## src/rtl/noc_credit_sink.sv

```systemverilog
// Credit-flow flit sink: FIFO buffer, credit return, packet framing checks.
// Define NOC_CREDIT_SINK_STATS_EN to build the flit/packet statistics counters.
module noc_credit_sink #(
  parameter int FLIT_WIDTH        = 32,
  parameter int DEST_WIDTH        = 6,
  parameter int FLIT_BUFFER_DEPTH = 2,
  parameter int CNT_WIDTH         = 16
) (
  input  logic                  clk_noc,
  input  logic                  rst_n,
  input  logic [FLIT_WIDTH-1:0] data_in,
  input  logic [DEST_WIDTH-1:0] dest_in,
  input  logic                  is_tail_in,
  input  logic                  send_in,
  output logic                  credit_out,
  output logic [FLIT_WIDTH-1:0] out_data,
  output logic [DEST_WIDTH-1:0] out_dest,
  output logic                  out_tail,
  output logic                  out_valid,
  input  logic                  out_ready,
  output logic                  overflow_err,
  output logic                  framing_err,
  output logic                  in_packet,
  output logic [CNT_WIDTH-1:0]  flit_count,
  output logic [CNT_WIDTH-1:0]  pkt_count
);

  // state   | meaning
  // IDLE    | no packet open; next popped non-tail flit opens one
  // OPEN    | head popped, tail not yet popped; dest must stay constant
  localparam logic [0:0] ST_IDLE = 1'b0;
  localparam logic [0:0] ST_OPEN = 1'b1;

  localparam int PTR_W = (FLIT_BUFFER_DEPTH > 1) ? $clog2(FLIT_BUFFER_DEPTH) : 1;
  localparam int OCC_W = $clog2(FLIT_BUFFER_DEPTH + 1);
  localparam logic [PTR_W-1:0] LAST_PTR = PTR_W'(FLIT_BUFFER_DEPTH - 1);
  localparam logic [OCC_W-1:0] FULL_CNT = OCC_W'(FLIT_BUFFER_DEPTH);

  logic [FLIT_WIDTH-1:0] r_data_mem [FLIT_BUFFER_DEPTH];
  logic [DEST_WIDTH-1:0] r_dest_mem [FLIT_BUFFER_DEPTH];
  logic                  r_tail_mem [FLIT_BUFFER_DEPTH];

  logic [PTR_W-1:0]      r_wr_ptr;
  logic [PTR_W-1:0]      r_rd_ptr;
  logic [OCC_W-1:0]      r_count;
  logic                  r_credit;
  logic                  r_overflow;
  logic                  r_framing;
  logic [0:0]            r_state;
  logic [DEST_WIDTH-1:0] r_pkt_dest;

  logic w_valid;
  logic w_pop;
  logic w_push;
  logic w_overflow;

  // Explicit wrap so non-power-of-two depths work.
  function automatic logic [PTR_W-1:0] f_next_ptr(input logic [PTR_W-1:0] p);
    return (p == LAST_PTR) ? '0 : p + 1'b1;
  endfunction

  assign w_valid    = (r_count != '0);
  assign w_pop      = w_valid && out_ready;
  assign w_push     = send_in && ((r_count != FULL_CNT) || w_pop);
  assign w_overflow = send_in && !w_push;

  always_ff @(posedge clk_noc) begin
    if (w_push) begin
      r_data_mem[r_wr_ptr] <= data_in;
      r_dest_mem[r_wr_ptr] <= dest_in;
      r_tail_mem[r_wr_ptr] <= is_tail_in;
    end
  end

  always_ff @(posedge clk_noc) begin
    if (!rst_n) begin
      r_wr_ptr   <= '0;
      r_rd_ptr   <= '0;
      r_count    <= '0;
      r_credit   <= 1'b0;
      r_overflow <= 1'b0;
    end else begin
      if (w_push) r_wr_ptr <= f_next_ptr(r_wr_ptr);
      if (w_pop)  r_rd_ptr <= f_next_ptr(r_rd_ptr);
      case ({w_push, w_pop})
        2'b10:   r_count <= r_count + 1'b1;
        2'b01:   r_count <= r_count - 1'b1;
        default: r_count <= r_count;
      endcase
      r_credit <= w_pop;
      if (w_overflow) r_overflow <= 1'b1;
    end
  end

  always_ff @(posedge clk_noc) begin
    if (!rst_n) begin
      r_state    <= ST_IDLE;
      r_framing  <= 1'b0;
      r_pkt_dest <= '0;
    end else if (w_pop) begin
      case (r_state)
        ST_IDLE: begin
          if (!out_tail) begin
            r_state    <= ST_OPEN;
            r_pkt_dest <= out_dest;
          end
        end
        default: begin
          if (out_dest != r_pkt_dest) r_framing <= 1'b1;
          if (out_tail) r_state <= ST_IDLE;
        end
      endcase
    end
  end

`ifdef NOC_CREDIT_SINK_STATS_EN
  logic [CNT_WIDTH-1:0] r_flit_cnt;
  logic [CNT_WIDTH-1:0] r_pkt_cnt;

  always_ff @(posedge clk_noc) begin
    if (!rst_n) begin
      r_flit_cnt <= '0;
      r_pkt_cnt  <= '0;
    end else if (w_pop) begin
      r_flit_cnt <= r_flit_cnt + 1'b1;
      if (out_tail) r_pkt_cnt <= r_pkt_cnt + 1'b1;
    end
  end

  assign flit_count = r_flit_cnt;
  assign pkt_count  = r_pkt_cnt;
`else
  assign flit_count = '0;
  assign pkt_count  = '0;
`endif

  // Tail storage is not reset, so gate it to keep out_tail low while empty.
  assign out_data     = r_data_mem[r_rd_ptr];
  assign out_dest     = r_dest_mem[r_rd_ptr];
  assign out_tail     = w_valid && r_tail_mem[r_rd_ptr];
  assign out_valid    = w_valid;
  assign credit_out   = r_credit;
  assign overflow_err = r_overflow;
  assign framing_err  = r_framing;
  assign in_packet    = (r_state == ST_OPEN);

endmodule

```

## config.mk

```make
export PLATFORM = sky130hd
export DESIGN_NAME = noc_credit_sink
export DESIGN_NICKNAME = d
export VERILOG_FILES = /design/src/rtl/noc_credit_sink.sv
export SDC_FILE = /design/constraint.sdc
export NUM_CORES = 1
export LEC_CHECK = 0
export ABC_AREA = 1
export BUFFER_PORTS_ARGS = -buffer_cell sky130_fd_sc_hd__buf_2
export CORE_UTILIZATION = 51
export DETAILED_ROUTE_END_ITERATION = 7
export PLACE_DENSITY = 0.77
export RECOVER_POWER = 25
export SLEW_MARGIN = 20
export SYNTH_ARGS = -nofsm -noshare
export SYNTH_HDL_FRONTEND = slang
export SYNTH_SLANG_ARGS = --single-unit
```

## constraint.sdc

```tcl
create_clock -name clk_noc -period 4.4 [get_ports clk_noc]
set_clock_uncertainty 0.05 [all_clocks]
set_input_delay 0.88 -clock clk_noc [delete_from_list [all_inputs] [get_ports clk_noc]]
set_output_delay 0.88 -clock clk_noc [all_outputs]
set_load 0.01 [all_outputs]
```

Word-level counts from Yosys, hierarchy flattened
Memories as Yosys holds them, arrays and structs flattened. A register that Yosys moved wholly into a read port is not among the register bits.
Index checks and enable logic that the tools add are counted.
{"block": "totals", "regBits": 14, "ram_bits": 78, "inputBits": 43, "n_memories": 3}
{"block": "op_classes", "n_addsub": 4, "n_eq_ne": 4, "mux": 12, "n_bitwise": 2, "n_reduce_logical": 10}
{"name": "r_data_mem", "depth": 2, "width": 32, "read_ports": 1, "rd_clocked_by_memory_dff": 1, "wr": 1, "line_no": "39", "text": "logic [FLIT_WIDTH-1:0] r_data_mem [FLIT_BUFFER_DEPTH];"}
{"name": "r_dest_mem", "depth": 2, "width": 6, "read_ports": 1, "rd_clocked_by_memory_dff": 1, "wr": 1, "line_no": "40", "text": "logic [DEST_WIDTH-1:0] r_dest_mem [FLIT_BUFFER_DEPTH];"}
{"name": "r_tail_mem", "depth": 2, "width": 1, "read_ports": 1, "rd_clocked_by_memory_dff": 1, "wr": 1, "line_no": "41", "text": "logic r_tail_mem [FLIT_BUFFER_DEPTH];"}
{"op": "$mux 1", "count": 11}
{"op": "$ne 6x6->1", "count": 1}
{"op": "$reduce_and 3->1", "count": 2}
{"op": "$logic_and 1x1->1", "count": 4}
{"op": "$pmux 2 s2", "count": 1}
{"op": "$reduce_bool 2->1", "count": 2}
{"op": "$add 1x1->1 const B", "count": 2}
{"op": "$add 2x1->2 const B", "count": 1}
{"op": "$eq 2x1->1 const B", "count": 1}
{"op": "$eq 2x2->1 const B", "count": 1}
{"op": "$ne 2x2->1 const B", "count": 1}
{"op": "$not 1->1", "count": 2}
{"op": "$sub 2x1->2 const B", "count": 1}
{"op": "$logic_not 1->1", "count": 1}
{"op": "$logic_or 1x1->1", "count": 1}

Longest topological paths before layout
Gate-level depths: netlist of run 1.
{"block": "depth", "word_depth": 6, "depth_mapped": 10}

Worst setup path after synthesis of run 1
OpenSTA, ideal clock, no wires.
{"block": "synth_path", "path_kind": "in2reg", "start": "input out_ready", "end": "memory r_data_mem[1][0] (enable)", "setup_time_ns": 0.437, "t_arrival_ns": 2.837, "t_required_ns": 3.913, "slack_ns": 1.076, "cell_stages": 4, "n_path_buf": 0, "cell_sequence": "inv_1 -> nand3_1 -> nand2_1 -> nor2_1"}
{"block": "synth_between", "elab_chain_len": 5}
{"element": "from (decl)", "line_no": "20", "text": "input logic out_ready,"}
{"element": "$logic_and 1x1->1", "line_no": "63", "text": "assign w_pop = w_valid && out_ready;"}
{"element": "$logic_or 1x1->1", "line_no": "64", "text": "assign w_push = send_in && ((r_count != FULL_CNT) || w_pop);"}
{"element": "$logic_and 1x1->1", "line_no": "64"}
{"element": "$mux 1", "line_no": "68", "text": "if (w_push) begin"}
{"element": "$mux 1 (implied by the code)", "line_no": "69", "text": "r_data_mem[r_wr_ptr] <= data_in;"}
{"element": "to (decl)", "line_no": "39"}
Every way passes these cells.

==> results of run 1 <==
==> sequential cells by signal (all words and copies together), names as in the netlist, named ones only <==
| name | flops |
|---|---|
| r_pkt_dest | 6 |
| framing_err | 1 |
| r_rd_ptr | 1 |
| r_wr_ptr | 1 |
| overflow_err | 1 |
| r_data_mem | 64 |
| r_dest_mem | 12 |
| in_packet | 1 |
| r_count | 2 |
| r_tail_mem | 2 |
| credit_out | 1 |
==> per-layer routing <==
metal / track usage / wire (um)
met5: 0 / 0
met4: 0.07185 / 75
met3: 0.04291 / 406
met2: 0.2944 / 3154
met1: 0.2190 / 2760
==> placed cells by master (no fill, tap or decap) <==
cell type,count
clkinv_1,1
clkinv_4,2
nand3_1,9
xor2_1,1
o21ai_1,3
clkbuf_8,9
inv_2,1
buf_2,76
buf_16,1
conb_1,32
nand2_2,2
edfxtp_1,78
inv_4,1
nor2_8,1
buf_4,1
o21ai_0,6
xnor2_1,1
o21ai_2,2
nand2_1,132
a21oi_1,12
buf_12,1
nand4_1,1
o21a_1,1
clkinv_2,2
nor2_1,8
nor2_4,4
clkbuf_1,10
inv_1,20
dfxtp_1,15
inv_6,2
==> power groups by stage <==
| stage | Sequential, uW | Combinational [uW] | Clock, uW |
|---|---|---|---|
| floorplan | 1080 | 268 | 0 |
| global placement | 1080 | 375 | 0 |
| detailed placement | 1080 | 384 | 0 |
| CTS | 1060 | 385 | 507 |
| global route | 1070 | 439 | 546 |
| finish | 1060 | 389 | 497 |
==> through the flow <==
stage               total power, uW  utilization  area (um^2)
finish                         1947       0.6093         4419
global route                   2053       0.6093         4419
CTS                            1954       0.6045         4384
detailed placement             1467       0.5806         4212
global placement               1454       0.5806         4212
floorplan                      1349            -         3931
==> worst register-to-register path, stage by stage, from the launching register on <==
cell and delay [ps]:
dfxtp_1 320, buf_4 370, inv_2 430, nand2_1 180
o21ai_2 90, nor2_4 150, nand2_2 150, o21ai_0 190
a21oi_1 60
==> worst paths after layout <==
check	endpoint	depth (start not counted)
min reg2reg	framing_err	2
max	out_tail	6
min	framing_err	2
max reg2reg	r_pkt_dest[5]	8
==> cell families (layout without fill, tap and decap cells) <==
family                    Yosys count  count (layout)
AOI/OAI and AO/OA                  24              24
xor gates and xnor gates            2               2
buffers and inverters              64             127
DFF                                93              93
other                               1              32
and+or+nand+nor                   157             157
==> area by class of cell <==
| class | count | area (um^2) | share of cell area |
|---|---|---|---|
| repair buffers | 89 | 473.0 | 0.1070 |
| clock buffers | 9 | 123.9 | 0.02803 |
| well taps | 99 | 123.9 | 0.02803 |
| clock inverters | 7 | 48.80 | 0.01104 |
| flip-flops and latches | 93 | 2643 | 0.5980 |
| inverters | 22 | 85.08 | 0.01925 |
| multi-input cells | 215 | 922.1 | 0.2087 |
==> flow_summary.json, run 1 <==
{
  "clock_path_buffers": 2,
  "grt_util_all_layers": 0.1752,
  "synthXorXnorAreaFrac": 0.004592,
  "routedWlPerCell_um": 11.98,
  "ys_top_cells_by_count": "nand2_1, edfxtp_1, buf_4",
  "grt_max_degree": 42,
  "first_iter_violations": 111,
  "setup_ws_ps": 1431,
  "rrSetupSlack_ps": 2310,
  "combPwrFrac": 0.200,
  "synth.distinct_cells": 23,
  "fillers": 581,
  "path_clk_slew_ps": 90,
  "synth_top_family_by_area": "simple AND/OR/NAND/NOR gates",
  "die_y_um": 88.49,
  "fin_crit_ps": 2969,
  "port_buffers": 86,
  "post-place-ws_ps": 1705,
  "cts_resized": 0,
  "start_kind": "flip-flop",
  "async_reset_ff_frac": 0,
  "synth_top_area_share": 0.6140,
  "ios": 119,
  "post_cts_buffers": 0,
  "synth_most_common_cell": "nand2_1",
  "endpoint_kind": "output pin",
  "crit_type": "flip-flop to output pin",
  "path_buf_inv": 4,
  "htreeDepth": 3,
  "worst-slew-pin-transition_ps": 748.7,
  "vias_per_cell": 4.579,
  "setup_viol": 0,
  "clock_sinks": 93,
  "ys_top_cells_by_area": "edfxtp_1, nand2_1, dfxtp_1",
  "grt_pass1_vias": 2219,
  "dp_cells": 516,
  "die_area_mm2": 0.007830,
  "instances_no_fill": 534,
  "p_int_uw": 1375,
  "synth-edff-count": 78,
  "die_w_um": 88.49,
  "arrival_ps": 2040,
  "hpwl_um": 4226,
  "hold-worst-slack_ps": 400.0,
  "post-route-period-util": 0.6747,
  "cts-root-buf": "clkbuf_8",
  "grt_overflow": 0,
  "diodes": 0,
  "tns_ps": 0,
  "status": "completed",
  "slew_viol_final": 0,
  "netlist_instances": 341,
  "p_sw_uw": 572.1,
  "synth_top_area_cell": "edfxtp_1",
  "antenna_found_initial": 0,
  "postRouteAntennaNets": 0,
  "cts_made_buffers": 9,
  "p_per_area_mw_per_mm2": 440.6,
  "hold_path_class": "flip-flop to flip-flop",
  "slew-limit-headroom": 0.4997,
  "switching_share": 0.2939,
  "coreArea_mm2": 0.007253,
  "fmax_mhz": 336.9,
  "fin_nets": 473,
  "drive_gt1_frac": 0.2414,
  "start_util": 0.5260,
  "path_cells": "buf_4, inv_2, o21ai_2, inv_1, nor2_1, buf_2",
  "rsz0062_at_grt": "no",
  "place_congestion": 0.7514,
  "vias": 2445,
  "cts_hold_buf": 0,
  "cpLargestDelayFamily": "buffers and inverters",
  "maxCapViolations": 0,
  "crit_fanout": 41,
  "wirelength_um": 6397,
  "grt_pass1_wl_um": 10010,
  "worstHoldStart": "framing_err",
  "insertion_delay_ps": 340,
  "cellLeakagePower_uw": 0.001946,
  "first_pass_iters": 5,
  "synth_compound_area_frac": 0.03411,
  "synth_seq_cells": 93,
  "crit_slowest_cell": "inv_2",
  "yosysWarnings": 0,
  "cts_tree": "built",
  "synthAdderAreaFrac": 0,
  "seqPwrFrac": 0.545,
  "syn-cell-area_mm2": 0.003815,
  "syn_area_per_cell_um2": 11.19,
  "max-vdd-ir-drop_mv": 0.2753,
  "synth.area.mux_share": 0,
  "yosys.area_share.simple": 0.1676,
  "required_ps": 3470,
  "slowest_delay_ps": 400,
  "rows": 31,
  "seq_area_frac_synth": 0.6927,
  "pwr-share-clk": 0.255,
  "yosys_most_used_dff": "edfxtp_1",
  "hold_violations": 0,
  "area_growth_pct": 15.84,
  "post-route-drc-count": 0
}
(Power assumes the default switching activity.)
==> run 2: changes to the inputs <==
ABC_AREA = 0   (was 1)
CORE_UTILIZATION = 50   (was 51)
PLACE_DENSITY = 0.76   (was 0.77)
clock period = 3 ns   (was 4.4 ns; I/O delays follow)
==> flow_summary.json, run 2 <==
{
  "status": "completed",
  "routedWlPerCell_um": 13.49,
  "clock_sinks": 93,
  "rsz0062_at_grt": "no",
  "vias_per_cell": 4.672,
  "diodes": 0,
  "tns_ps": 0,
  "path_clk_slew_ps": 90,
  "grt_max_degree": 40,
  "ios": 119,
  "coreArea_mm2": 0.007214,
  "antenna_found_initial": 0,
  "synth-edff-count": 78,
  "synth_most_common_cell": "edfxtp_1",
  "start_util": 0.5132,
  "synth_compound_area_frac": 0.01081,
  "cts_hold_buf": 0,
  "setup_viol": 0,
  "postRouteAntennaNets": 0,
  "slew-limit-headroom": 0.6471,
  "die_area_mm2": 0.007753,
  "htreeDepth": 3,
  "netlist_instances": 226,
  "synth.distinct_cells": 26,
  "yosys_most_used_dff": "edfxtp_1",
  "fin_crit_ps": 2411,
  "synthAdderAreaFrac": 0,
  "post-place-ws_ps": 850.4,
  "first_pass_iters": 4,
  "hold_violations": 0,
  "grt_util_all_layers": 0.1585,
  "post-route-drc-count": 0,
  "die_w_um": 88.05,
  "setup_ws_ps": 588.7,
  "crit_fanout": 23,
  "start_kind": "flip-flop",
  "first_iter_violations": 91,
  "hpwl_um": 3785,
  "cellLeakagePower_uw": 0.001697,
  "post_cts_buffers": 0,
  "max-vdd-ir-drop_mv": 0.3807,
  "insertion_delay_ps": 350,
  "ys_top_cells_by_area": "edfxtp_1, mux2_2, dfxtp_1",
  "syn_area_per_cell_um2": 16.38,
  "place_congestion": 0.7084,
  "largest_reg_flops": 64,
  "synth.area.mux_share": 0.1409,
  "yosysWarnings": 0,
  "top_register": "r_data_mem",
  "slew_viol_final": 0,
  "hold_path_class": "input pin to flip-flop",
  "arrival_ps": 1760,
  "clock_path_buffers": 2,
  "syn-cell-area_mm2": 0.003702,
  "worst-slew-pin-transition_ps": 525.8,
  "synth_top_area_cell": "edfxtp_1",
  "post-route-period-util": 0.8038,
  "synth_top_area_share": 0.6326,
  "wirelength_um": 5720,
  "p_per_area_mw_per_mm2": 619.5,
  "maxCapViolations": 0,
  "required_ps": 2350,
  "layout_common_cells": "buf_2, edfxtp_1, mux2_2",
  "endpoint_kind": "output pin",
  "area_growth_pct": 17.91,
  "utilization": 0.6051,
  "async_reset_ff_frac": 0,
  "cts-root-buf": "clkbuf_8",
  "vias": 1981,
  "die_y_um": 88.05,
  "yosys.area_share.simple": 0.04022,
  "crit_type": "flip-flop to output pin",
  "fmax_mhz": 414.7,
  "rows": 31,
  "seq_area_frac_synth": 0.7138,
  "grt_pass1_wl_um": 8818,
  "synthXorXnorAreaFrac": 0.01893,
  "drive_gt1_frac": 0.4277,
  "cts_resized": 0,
  "finalPower_uw": 2704,
  "fin_area_mm2": 0.004365,
  "fin_nets": 363,
  "port_buffers": 86,
  "dpl-instance-area_mm2": 0.004160,
  "reg_top3": "r_data_mem x64, r_dest_mem x12, r_pkt_dest x6",
  "cts_tree": "built",
  "ys_top_cells_by_count": "edfxtp_1, mux2_2, buf_4",
  "grt_overflow": 0,
  "cts_made_buffers": 9,
  "synth_top_family_by_area": "multiplexers",
  "synth_seq_cells": 93,
  "grt_pass1_vias": 1888
}
run 2: cell types whose count changed after synthesis, sizes merged, moves of 2 or more:
cell	previous run	this run
nand2	134	1
mux2	0	38
inv	22	3
a21oi	12	3
mux2i	0	9
nand3	9	0
o21ai	11	3
clkbuf	7	1
nor2	13	19
xor2	1	7
nand2b	0	4
nor3	0	2
run 2: final timing paths:
path	from	to	slack (ps)	cells after the start
max	flip-flop	out_tail	590	4
max reg2reg	flip-flop	r_pkt_dest[2]	850	5
min reg2reg	overflow_err	overflow_err	440	2
min	data_in[8]	r_data_mem[0][8]	380	1
run 2: area by class of cell:
type                       count  area, um^2
fill                         576        2849
sequential                    93        2644
multi-input combinational    124       915.9
timing repair buffer          89       455.4
clock buffer                  10       127.6
tap                           99       123.9
clock inverter                 6       87.58
inverter                       3       11.26
run 2: kinds of logic (layout without fill, tap and decap cells):
| family | Yosys count | after routing |
|---|---|---|
| DFF | 93 | 93 |
| muxes | 47 | 47 |
| buffers and inverters | 40 | 108 |
| and+or+nand+nor | 30 | 30 |
| xor gates and xnor gates | 8 | 8 |
| AOI/OAI and AO/OA | 7 | 7 |
| other | 1 | 32 |
run 2: metal layers:
| metal | track usage | wire length, um |
|---|---|---|
| met1 | 0.1970 | 2597 |
| met2 | 0.2495 | 2596 |
| met4 | 0.08358 | 116 |
| met3 | 0.05090 | 409 |
| met5 | 0 | 0 |
run 2: per-stage QoR:
| stage | hold WS [ps] | std cells |
|---|---|---|
| floorplan | 422.5 | 257 |
| global route | 363.1 | 424 |
| detailed placement | 429.6 | 408 |
| finish | 381.1 | 424 |
| CTS | 360.0 | 424 |
| global placement | 416.7 | 408 |
run 2: power breakdown:
| part | leakage (uW) | internal [uW] | switching [uW] | total (uW) |
|---|---|---|---|---|
| Sequential | 0.000854 | 1480 | 28.5 | 1510 |
| Clock | 0.000100 | 468 | 418 | 886 |
| Combinational | 0.000743 | 136 | 171 | 307 |
| Total | 0.00170 | 2090 | 617 | 2700 |
run 2: critical path: stages, from the launching register on:
cell     delay, ps
dfxtp_2        620
buf_12         240
mux2i_1        330
nor2_1          60
buf_2          140
